==> src/rtl/axi_riscv_atomics_pkg.sv <==
// Shared atomics-adapter package: debug op encoding and sizing helpers
// used by the reservation table.
package axi_riscv_atomics_pkg;

    typedef enum logic [2:0] {
        RSV_LR,
        RSV_SC_PASS,
        RSV_SC_FAIL,
        RSV_SNOOP,
        RSV_TIMEOUT
    } rsv_op_e;

    // Age counter only has to reach timeout-1 before the entry is dropped.
    function automatic int unsigned rsv_age_width(input int unsigned timeout);
        return (timeout > 1) ? $clog2(timeout) : 1;
    endfunction

endpackage

==> src/rtl/axi_riscv_rsv_table_lzc.sv <==
// Trailing-zero counter: index of the lowest set bit, empty_o when none set.
module axi_riscv_rsv_table_lzc #(
    parameter  int unsigned WIDTH = 4,
    localparam int unsigned CNT_W = (WIDTH > 1) ? $clog2(WIDTH) : 1
) (
    input  logic [WIDTH-1:0] in_i,
    output logic [CNT_W-1:0] cnt_o,
    output logic             empty_o
);

    always_comb begin
        cnt_o = '0;
        for (int i = WIDTH - 1; i >= 0; i--) begin
            if (in_i[i]) cnt_o = CNT_W'(i);
        end
        empty_o = ~|in_i;
    end

endmodule

==> src/rtl/axi_riscv_rsv_table.sv <==
// Multi-entry LR/SC reservation table: one reservation per requester ID with
// timeout, round-robin eviction, write-snoop invalidation and a registered SC verdict.
module axi_riscv_rsv_table
    import axi_riscv_atomics_pkg::*;
#(
    parameter int unsigned NUM_RSV        = 4,
    parameter int unsigned ID_WIDTH       = 4,
    parameter int unsigned ADDR_WIDTH     = 64,
    parameter int unsigned ADDR_LSB       = 3,
    parameter int unsigned TIMEOUT_CYCLES = 0,
    parameter int unsigned CNT_WIDTH      = $clog2(NUM_RSV + 1)
) (
    input  logic                  clk_i,
    input  logic                  rst_ni,
    input  logic                  lr_valid_i,
    output logic                  lr_ready_o,
    input  logic [ID_WIDTH-1:0]   lr_id_i,
    input  logic [ADDR_WIDTH-1:0] lr_addr_i,
    input  logic                  sc_valid_i,
    output logic                  sc_ready_o,
    input  logic [ID_WIDTH-1:0]   sc_id_i,
    input  logic [ADDR_WIDTH-1:0] sc_addr_i,
    output logic                  sc_resp_valid_o,
    input  logic                  sc_resp_ready_i,
    output logic                  sc_pass_o,
    input  logic                  wr_valid_i,
    input  logic [ADDR_WIDTH-1:0] wr_addr_i,
    input  logic                  flush_i,
    output logic [CNT_WIDTH-1:0]  rsv_count_o
);

    localparam int unsigned TAG_W = ADDR_WIDTH - ADDR_LSB;
    localparam int unsigned IDX_W = (NUM_RSV > 1) ? $clog2(NUM_RSV) : 1;
    localparam int unsigned AGE_W = rsv_age_width(TIMEOUT_CYCLES);
    localparam logic [AGE_W-1:0] AGE_LAST = AGE_W'((TIMEOUT_CYCLES > 0) ? TIMEOUT_CYCLES - 1 : 0);

    typedef struct packed {
        logic                valid;
        logic [ID_WIDTH-1:0] id;
        logic [TAG_W-1:0]    tag;
        logic [AGE_W-1:0]    age;
    } entry_t;

    entry_t [NUM_RSV-1:0] rsv_q, rsv_d;
    logic [IDX_W-1:0]     victim_q, victim_d;
    logic                 resp_valid_q, resp_valid_d;
    logic                 pass_q, pass_d;
    logic [CNT_WIDTH-1:0] count_q, count_d;

    logic             lr_fire, sc_fire, sc_pass, table_full;
    logic [TAG_W-1:0] lr_tag, sc_tag, wr_tag;
    logic [NUM_RSV-1:0] sc_hit, keep, id_hit;
    logic [IDX_W-1:0] free_idx, id_idx, tgt_idx;

    assign lr_ready_o      = ~resp_valid_q;
    assign sc_ready_o      = ~resp_valid_q;
    assign lr_fire         = lr_valid_i & ~resp_valid_q;
    assign sc_fire         = sc_valid_i & ~resp_valid_q;
    assign sc_resp_valid_o = resp_valid_q;
    assign sc_pass_o       = pass_q;
    assign rsv_count_o     = count_q;

    assign lr_tag = lr_addr_i[ADDR_WIDTH-1:ADDR_LSB];
    assign sc_tag = sc_addr_i[ADDR_WIDTH-1:ADDR_LSB];
    assign wr_tag = wr_addr_i[ADDR_WIDTH-1:ADDR_LSB];

    if (ADDR_LSB > 0) begin : g_lsb
        logic unused_lsbs;
        assign unused_lsbs = ^{lr_addr_i[ADDR_LSB-1:0], sc_addr_i[ADDR_LSB-1:0], wr_addr_i[ADDR_LSB-1:0]};
    end

    // All clears look at the pre-edge table; the LR install is applied on top of the survivors.
    for (genvar gi = 0; gi < NUM_RSV; gi++) begin : g_entry
        logic sc_id_hit, sc_tag_hit, kill;
        assign sc_id_hit  = rsv_q[gi].valid && (rsv_q[gi].id == sc_id_i);
        assign sc_tag_hit = rsv_q[gi].valid && (rsv_q[gi].tag == sc_tag);
        assign sc_hit[gi] = sc_id_hit && sc_tag_hit;
        assign kill = flush_i
                   || ((TIMEOUT_CYCLES != 0) && (rsv_q[gi].age == AGE_LAST))
                   || (wr_valid_i && (rsv_q[gi].tag == wr_tag))
                   || (sc_fire && (sc_id_hit || (sc_pass && sc_tag_hit)));
        assign keep[gi]   = rsv_q[gi].valid && !kill;
        assign id_hit[gi] = keep[gi] && (rsv_q[gi].id == lr_id_i);
    end

    assign sc_pass = |sc_hit;

    axi_riscv_rsv_table_lzc #(
        .WIDTH (NUM_RSV)
    ) i_free_lzc (
        .in_i    (~keep),
        .cnt_o   (free_idx),
        .empty_o (table_full)
    );

    always_comb begin
        id_idx = '0;
        for (int i = 0; i < NUM_RSV; i++) begin
            if (id_hit[i]) id_idx = IDX_W'(i);
        end
    end

    always_comb begin
        rsv_d    = rsv_q;
        victim_d = victim_q;
        tgt_idx  = victim_q;
        for (int i = 0; i < NUM_RSV; i++) begin
            rsv_d[i].valid = keep[i];
            if ((TIMEOUT_CYCLES != 0) && keep[i] && (rsv_q[i].age != '1))
                rsv_d[i].age = rsv_q[i].age + 1'b1;
        end
        if (lr_fire && !flush_i) begin
            if (|id_hit) begin
                tgt_idx = id_idx;
            end else if (!table_full) begin
                tgt_idx = free_idx;
            end else begin
                victim_d = (victim_q == IDX_W'(NUM_RSV - 1)) ? '0 : victim_q + 1'b1;
            end
            rsv_d[tgt_idx] = '{valid: 1'b1, id: lr_id_i, tag: lr_tag, age: '0};
        end
    end

    always_comb begin
        resp_valid_d = resp_valid_q;
        pass_d       = pass_q;
        if (sc_fire) begin
            resp_valid_d = 1'b1;
            pass_d       = sc_pass;
        end else if (resp_valid_q && sc_resp_ready_i) begin
            resp_valid_d = 1'b0;
        end
        count_d = '0;
        for (int i = 0; i < NUM_RSV; i++) begin
            count_d = count_d + CNT_WIDTH'(rsv_d[i].valid);
        end
    end

    always_ff @(posedge clk_i) begin
        if (!rst_ni) begin
            rsv_q        <= '0;
            victim_q     <= '0;
            resp_valid_q <= 1'b0;
            pass_q       <= 1'b0;
            count_q      <= '0;
        end else begin
            rsv_q        <= rsv_d;
            victim_q     <= victim_d;
            resp_valid_q <= resp_valid_d;
            pass_q       <= pass_d;
            count_q      <= count_d;
        end
    end

endmodule

==> config.mk <==
export PLATFORM = sky130hd
export DESIGN_NAME = axi_riscv_rsv_table
export DESIGN_NICKNAME = d
export VERILOG_FILES = /design/src/rtl/axi_riscv_atomics_pkg.sv /design/src/rtl/axi_riscv_rsv_table_lzc.sv /design/src/rtl/axi_riscv_rsv_table.sv
export SDC_FILE = /design/constraint.sdc
export NUM_CORES = 1
export LEC_CHECK = 0
export CORE_ASPECT_RATIO = 0.75
export CORE_UTILIZATION = 35
export CTS_CLUSTER_SIZE = 30
export DETAILED_ROUTE_END_ITERATION = 8
export PLACE_DENSITY = 0.63
export SETUP_SLACK_MARGIN = 0.5
export SYNTH_ARGS = -nofsm -noshare
export SYNTH_HDL_FRONTEND = slang
export SYNTH_SLANG_ARGS = --single-unit
==> constraint.sdc <==
create_clock -name clk_i -period 13.8 [get_ports clk_i]
set_clock_uncertainty 0.2 [all_clocks]
set_input_delay 1.38 -clock clk_i [delete_from_list [all_inputs] [get_ports clk_i]]
set_output_delay 1.38 -clock clk_i [all_outputs]
set_load 0.03 [all_outputs]
# Yosys cells after proc, flatten, opt, wreduce, memory -nomap -nowiden
# Index checks and enable logic that the tools add are counted.
[totals] regBits=275 input_bits=207
[op_classes] add_sub_neg=4 order_cmp=2 n_eq_ne=17 mux=17 bitwise_logic=6 reduce_logical=57
[op_table] operator="$eq A61 B61 Y1" count=8
[op_table] operator="$bwmux W268" count=1
[op_table] operator="$mux W268" count=1
[op_table] operator="$demux W67 S2" count=1
[op_table] operator="$mux W67" count=1
[op_table] operator="$logic_and A1 B1 Y1" count=35
[op_table] operator="$eq A4 B4 Y1" count=8
[op_table] operator="$mux W2" count=10
[op_table] operator="$logic_or A1 B1 Y1" count=12
[op_table] operator="$reduce_or A4 Y1" count=3
[op_table] operator="$logic_not A1 Y1" count=5
[op_table] operator="$not A4 Y4" count=1
[op_table] operator="$add A2 B1 Y3" count=1
[op_table] operator="$add A3 B1 Y3" count=1
[op_table] operator="$lt A2 B3 Y1 const B" count=1
[op_table] operator="$mux W1" count=3
[op_table] operator="$not A1 Y1" count=3
[op_table] operator="$reduce_and A3 Y1" count=1
[op_table] operator="$add A1 B1 Y2" count=1
[op_table] operator="$add A2 B1 Y2 const B" count=1
[op_table] operator="$and A1 B1 Y1" count=2
[op_table] operator="$eq A2 B2 Y1 const B" count=1
[op_table] operator="$ge A2 B1 Y1 const B" count=1
[op_table] operator="$reduce_bool A2 Y1" count=1

# Depth between registers and ports, before layout
# Gate-level depths: netlist (run 1).
[logic_depth] ltp_word=27 depth_mapped=18 mapped_depth_nobuf=15

# Cells and area by module
# Synthesis (run 1) repeated with hierarchy kept, for this count alone.
[hier_totals] hier_cells=1862 hier_area_um2=16423.3
[by_module_without_submodules] mod="axi_riscv_rsv_table" n_inst=1 cells_per_inst=1856 area_each_um2=16387.0 seq_area_each_um2=5425.2
[by_module_without_submodules] mod="axi_riscv_rsv_table_lzc" n_inst=1 cells_per_inst=6 area_each_um2=36.3 seq_area_each_um2=0.0

# Worst setup path after synthesis (run 1)
# No wires, ideal clock.
[synth_timing] path_kind="input port to flip-flop" startpoint="input port sc_addr_i[55]" endpoint="register count_q[1] (netlist: rsv_count_o[1])" setup_ns=0.115 arrival_ns=5.193 path_slack_ns=8.292 cell_stages=18 n_path_buf=3 cell_sequence="clkbuf_1 > xnor2_1 > nand2_1 > or4_1 > or4_4 > nor3_4 > o31a_4 > nor2_1 > a31o_1 > a31o_4 > nand2_1 > buf_4 > buf_4 > nand2_1 > fa_1 > ha_1 > ha_1 > and2_1"
[synth_lines] item="from (decl)" line_no="axi_riscv_rsv_table.sv:22" source="input logic [ADDR_WIDTH-1:0] sc_addr_i,"
[synth_lines] item="to (signal assigned)" line_no="axi_riscv_rsv_table.sv:151" source="count_q <= count_d;"
[synth_lines] item="to (decl)" line_no="axi_riscv_rsv_table.sv:48" source="logic [CNT_WIDTH-1:0] count_q, count_d;"

==> impl_metrics.json, run 1 <==
{
  "cts_tree": "yes",
  "min_period_over_period_pct": 53.3,
  "synth-main-ff-cell": "dfxtp_1",
  "required_ns": 14.08,
  "synth.ff_latch_count": 271,
  "fin_area_um2": 19800,
  "drc_errors": 0,
  "layout_min_cycle_time_ns": 7.35,
  "clockRootBuffer": "clkbuf_16",
  "firstDrtPassIters": 6,
  "postSynthCellCount": 1967,
  "peak_supply_drop_mv": 0.0848,
  "dp_cells": 2686,
  "number_of_flops_mapped_to_enable_cells_by_yosys": 0,
  "clock_tree.htree_level_count": 1,
  "timing.final.hold_violations": 0,
  "async_flop_share_pct": 0,
  "critPathKind": "input pin to flip-flop",
  "syn_avg_cell_area_um2": 8.33,
  "drt-total-wl_um": 99100,
  "via_count_of_the_first_global_routing_pass": 14900,
  "detailroute.via_count": 16500,
  "outcome": "finished clean",
  "power.net_switching_mw": 0.602,
  "fp.dieH_um": 189,
  "rsz0062_at_grt": "no",
  "tritoncts_num_sinks": 271,
  "crit_path_max_fo": 67,
  "io_buffer_count": 204,
  "post_cts_hold_buffer_count": 0,
  "syn_to_final_growth_pct": 21.0,
  "setup_tns_ns": 0,
  "synth_sequential_area_ratio_pct": 33.1,
  "count_of_nets_left_with_antenna_violations_after_detail_routing": 0,
  "crit_path_cell_trace": "clkdlybuf4s50_1, xnor2_1, nand4_1, nor4_1, nand4_1, o21ai_0, or4_1, a2bb2oi_1, nand2_2, nor2_1, nand2_8, nand2_1, fa_1, ha_1, ha_1, and2_1",
  "maximum_number_of_pins_on_one_net_before_global_route_repair": 188,
  "floorplan.initialDensity_pct": 35.5,
  "slowest_delay_ns": 0.73,
  "timing.reg2reg.worst_path_depth": 15,
  "cts_buffer_depth": 3,
  "post_route_cells_drive_above_1_share_pct": 3.74,
  "p_sw_share_pct": 29.2,
  "nets": 2299,
  "cellLeakagePower_nw": 7.43,
  "timing.critical_path.arrival_ns": 7.63,
  "worst_path_dominant_cell_family": "simple AND/OR/NAND/NOR gates",
  "global_route_total_overflow": 0,
  "detailed_route_vias_per_instance": 6.00,
  "leading_cell_type_in_the_layout_fill_and_taps_excluded": "nand2_1",
  "drt_first_iter_violations": 2584,
  "critical_path.n_buffers_inverters": 1,
  "reg2reg_setup_slack_ns": 7.45,
  "design.core.area_um2": 46100,
  "post-place-ws_ns": 6.04,
  "wire_length_of_the_first_global_routing_pass_um": 130000,
  "clk_transition_reported_paths_ns": 0.06,
  "antenna_found_initial": 9,
  "die_area_um2": 47700,
  "maxSlewHeadroom_pct": 19.0,
  "netlist-cell-type-count": 66,
  "whs_ns": 0.266,
  "numCtsBuffers": 30,
  "io_pins": 214,
  "p_comb_share_pct": 16.3,
  "fin_util_pct": 43.0,
  "global_route.usage.total_pct": 40.8,
  "critPathSlowestCell": "xnor2_1",
  "power.total_mw": 2.06,
  "layout_common_cells": "nand2_1, dfxtp_1, xnor2_1",
  "synth_fp_nets": 2178,
  "cts_post_setup_buffers_inserted": 0,
  "std_cell_rows": 68,
  "place_area_um2": 18700,
  "layout.cells.non_filler": 2743,
  "maxCapViolations": 0,
  "share_seq_of_total_power_pct": 39.5,
  "whs_path_depth": 2,
  "powerDensity_nw_per_um2": 104,
  "achievable-frequency_mhz": 136,
  "dp.final_hpwl_um": 82200,
  "intPower_mw": 1.46,
  "tightestPinTransition_ns": 1.20,
  "drt-wirelength-per-cell_um": 36.1,
  "clock_power_share_pct": 44.2,
  "slew_violations": 0,
  "floorplan.die.width_um": 252,
  "crit-reg2reg-capture": "rsv_count_o[1]$_SDFF_PN0_",
  "final.setup.worst_slack_ns": 6.45,
  "netlist_area_before_placement_um2": 16400,
  "worst_setup_path_end_kind": "flip-flop",
  "worstHoldPathType": "flip-flop to flip-flop",
  "final_weighted_congestion_of_routability_driven_global_placement": 1.12,
  "insertion_delay_ns": 0.59,
  "worstSetupStartpointType": "input pin",
  "setup_viol": 0,
  "ys.warnings.count": 0,
  "cts_repair_resize_count": 0
}
## synthesized netlist by cell type (all sizes together), types with 4 or more instances
master	n	area (um^2)
o211ai	4	35.0
nand2	283	1060
a2111o	4	45.0
a21oi	6	30.0
nand2b	48	300
a22o	21	184
nor2b	41	257
clkbuf	90	338
xnor2	221	1940
nand3	136	681
buf	36	293
nand4	68	425
o21ai	139	696
xor2	158	1380
o2111ai	16	140
nor4	67	419
o22ai	29	181
dfxtp	271	5430
or4	8	63.8
o2bb2ai	11	96.3
a2111oi	10	87.6
nor2	7	26.3
and2	7	43.8
mux2i	132	1320
o221ai	11	103
nor3	11	77.6
inv	90	338
## per-layer routing
metal  vias to the layer above  global-route usage (%)  wire length [um]
met5                         -                       0                38
met4                         6                    14.8              4260
met3                       175                    10.4             11600
met2                      1056                    55.4             37900
met1                      8180                    60.7             45300
li1                       7043                       -                 -
## worst reg2reg max path, stage by stage (launching register included)
cell,delay (ns)
dfxtp_1,0.34
xnor2_1,0.71
nand4_1,0.46
nor4_1,0.41
nand4_1,0.33
o21ai_0,0.70
or4_1,0.32
a2bb2oi_1,0.38
nand2_2,0.16
nor2_1,0.31
nand2_8,0.51
nand2_1,0.36
fa_1,0.43
ha_1,0.21
ha_1,0.27
and2_1,0.15
## final cells by class
type,count,area (um^2)
Tap cell,630,788
Fill cell,4676,26300
Multi-Input combinational cell,1480,10000
Inverter,90,338
Sequential cell,271,5430
Timing Repair Buffer,215,2140
Clock inverter,16,245
Antenna cell,2,5.00
Clock buffer,39,846
## worst max-delay path by stage
stage	start	end	slack [ns]	cells after the start
global route	wr_addr_i[56]	rsv_count_o[1]$_SDFF_PN0_	6.41	16
detailed placement	sc_addr_i[38]	rsv_count_o[1]$_SDFF_PN0_	6.04	16
CTS	wr_addr_i[56]	rsv_count_o[1]$_SDFF_PN0_	6.63	16
global placement	sc_addr_i[19]	rsv_count_o[1]$_SDFF_PN0_	5.98	16
finish	wr_addr_i[41]	rsv_count_o[1]$_SDFF_PN0_	6.45	16
floorplan	sc_addr_i[55]	rsv_count_o[1]$_SDFF_PN0_	8.29	18
## cell families (layout without fill, tap and decap cells)
group	count (synthesis)	count (layout)	share of synthesized area, %
buffers and inverters	216	360	5.91
AND/OR/NAND/NOR	689	689	21.1
multiplexers	132	132	8.06
adder cells (fa/ha/maj)	4	4	0.351
XOR/XNOR	379	379	20.3
flip-flops	271	271	33.1
other	0	2	0
AO/OA/AOI/OAI	276	276	11.3
## power by group through the flow
stage                     sequential, mW  combinational, mW  clock, mW
after floorplan                    0.821              0.140          0
after global placement             0.829              0.322          0
after detailed placement           0.829              0.320          0
after CTS                          0.812              0.322      0.918
after global routing               0.813              0.338      0.951
final                              0.813              0.335      0.911
No activity file was read; power rests on OpenSTA's default activity.
==> run 2, diff against run 1 <==
==> constraint.sdc (replaced) <==
create_clock -name clk_i -period 6.9 [get_ports clk_i]
set_clock_uncertainty 0.2 [all_clocks]
set_input_delay 0.69 -clock clk_i [delete_from_list [all_inputs] [get_ports clk_i]]
set_output_delay 0.69 -clock clk_i [all_outputs]
set_load 0.03 [all_outputs]
==> impl_metrics.json, run 2 (synthesized netlist as in run 1, its figures left out) <==
{
  "place_area_um2": 19000,
  "detailroute.via_count": 16500,
  "io_pins": 214,
  "firstDrtPassIters": 7,
  "required_ns": 7.22,
  "die_area_um2": 47700,
  "layout_min_cycle_time_ns": 5.75,
  "clk_transition_reported_paths_ns": 0.06,
  "via_count_of_the_first_global_routing_pass": 15200,
  "worst_setup_path_end_kind": "flip-flop",
  "syn_to_final_growth_pct": 22.4,
  "peak_supply_drop_mv": 0.196,
  "dp_cells": 2722,
  "cts_tree": "yes",
  "clockRootBuffer": "clkbuf_16",
  "global_route.usage.total_pct": 41.3,
  "whs_path_depth": 2,
  "maxCapViolations": 0,
  "num-fill-cells": 4628,
  "numCtsBuffers": 31,
  "cts_post_setup_buffers_inserted": 0,
  "rsz0062_at_grt": "no",
  "fin_area_um2": 20100,
  "layout.cells.non_filler": 2780,
  "whs_ns": 0.267,
  "timing.critical_path.arrival_ns": 6.07,
  "maxSlewHeadroom_pct": 29.0,
  "drt-total-wl_um": 100000,
  "setup_viol": 0,
  "cellLeakagePower_nw": 7.60,
  "detail_route.wirelength.met1_um": 44400,
  "powerDensity_nw_per_um2": 200,
  "tritoncts_num_sinks": 271,
  "maxUsedRoutingLayer": "met5",
  "min_period_over_period_pct": 83.3,
  "tightestPinTransition_ns": 1.06,
  "final_weighted_congestion_of_routability_driven_global_placement": 1.08,
  "setup_tns_ns": 0,
  "critPathKind": "input pin to flip-flop",
  "post_route_cells_drive_above_1_share_pct": 5.22,
  "cts_buffer_depth": 3,
  "crit_path_max_fo": 36,
  "nets": 2336,
  "outcome": "finished clean",
  "insertion_delay_ns": 0.60,
  "slew_violations": 0,
  "io_buffer_count": 204,
  "cts_repair_resize_count": 0,
  "dp.final_hpwl_um": 83300,
  "post_cts_hold_buffer_count": 0,
  "antenna_found_initial": 11,
  "clock_tree.htree_level_count": 1,
  "drt-wirelength-per-cell_um": 36.0,
  "fp.dieH_um": 189,
  "floorplan.initialDensity_pct": 35.5,
  "maximum_number_of_pins_on_one_net_before_global_route_repair": 153,
  "wire_length_of_the_first_global_routing_pass_um": 131000,
  "dr_wl_met2_um": 39000,
  "detailed_route_vias_per_instance": 5.93,
  "worstSetupStartpointType": "input pin",
  "leading_cell_type_in_the_layout_fill_and_taps_excluded": "nand2_1",
  "std_cell_rows": 68,
  "timing.final.hold_violations": 0,
  "count_of_nets_left_with_antenna_violations_after_detail_routing": 0,
  "achievable-frequency_mhz": 174,
  "timing.reg2reg.worst_path_depth": 12,
  "reg2reg_setup_slack_ns": 1.54,
  "worstHoldPathType": "flip-flop to flip-flop",
  "routed-wl-met3_um": 12700,
  "drt_first_iter_violations": 2381,
  "global_route_total_overflow": 0,
  "floorplan.die.width_um": 252,
  "layout_common_cells": "nand2_1, dfxtp_1, xnor2_1",
  "drc_errors": 0,
  "design.core.area_um2": 46100
}
-- run 2: changes by cell type in the layout (fill, tap and decap cells not counted), sizes merged --
cell / before / now
buf: 12 / 48
bufinv: 6 / 2
clkbuf: 39 / 43
clkinv: 5 / 6
clkinvlp: 3 / 2
diode: 2 / 3
-- run 2: per-layer routing --
metal,vias to the layer above,track usage [%]
met2,1016,56.9
met1,8205,59.9
met5,-,0
li1,7108,-
met4,6,14.2
met3,163,12.5
-- run 2: final timing paths --
check                      from   endpoint
setup / recovery  sc_addr_i[46]  flip-flop
hold / removal        flip-flop  flip-flop
setup reg to reg      flip-flop  flip-flop
hold reg to reg       flip-flop  flip-flop
-- run 2: power breakdown --
group	total (mW)	leakage (nW)	switching [mW]	internal, mW
combinational	0.685	4.92	0.435	0.250
sequential	1.63	2.19	0.0398	1.59
clock	1.70	0.494	0.739	0.961
-- run 2: layout make-up --
type | instances | area [um^2] | area share (%)
tap | 630 | 788 | 3.93
clock buffer | 43 | 881 | 4.39
antenna | 3 | 7.51 | 0.0374
inverter | 90 | 338 | 1.68
sequential | 271 | 5430 | 27.0
clock inverter | 12 | 126 | 0.630
multi-input combinational | 1480 | 10000 | 50.0
timing repair buffer | 251 | 2470 | 12.3
-- run 2: critical path, cell delays in order --
cell and delay (ns):
clkdlybuf4s50_1 0.77, xnor2_1 0.73, nand4_1 0.33, nor4_1 0.42, nand4_1 0.32, o22ai_1 0.47
o31a_1 0.26, nor2_1 0.09, a31o_1 0.27, a31o_4 0.26, nand2_4 0.06, buf_4 0.64
buf_4 0.47, mux2i_1 0.25
-- run 2: per-stage QoR --
step / utilization (%) / power [mW] / worst slack, ns
6_report: 43.5 / 4.01 / 1.15
4_1_cts: 43.5 / 3.99 / 1.38
2_1_floorplan: - / 1.92 / 2.08
5_1_grt: 43.5 / 4.09 / 1.02
3_5_place_dp: 41.3 / 2.31 / 0.806
3_3_place_gp: 41.3 / 2.32 / 0.831
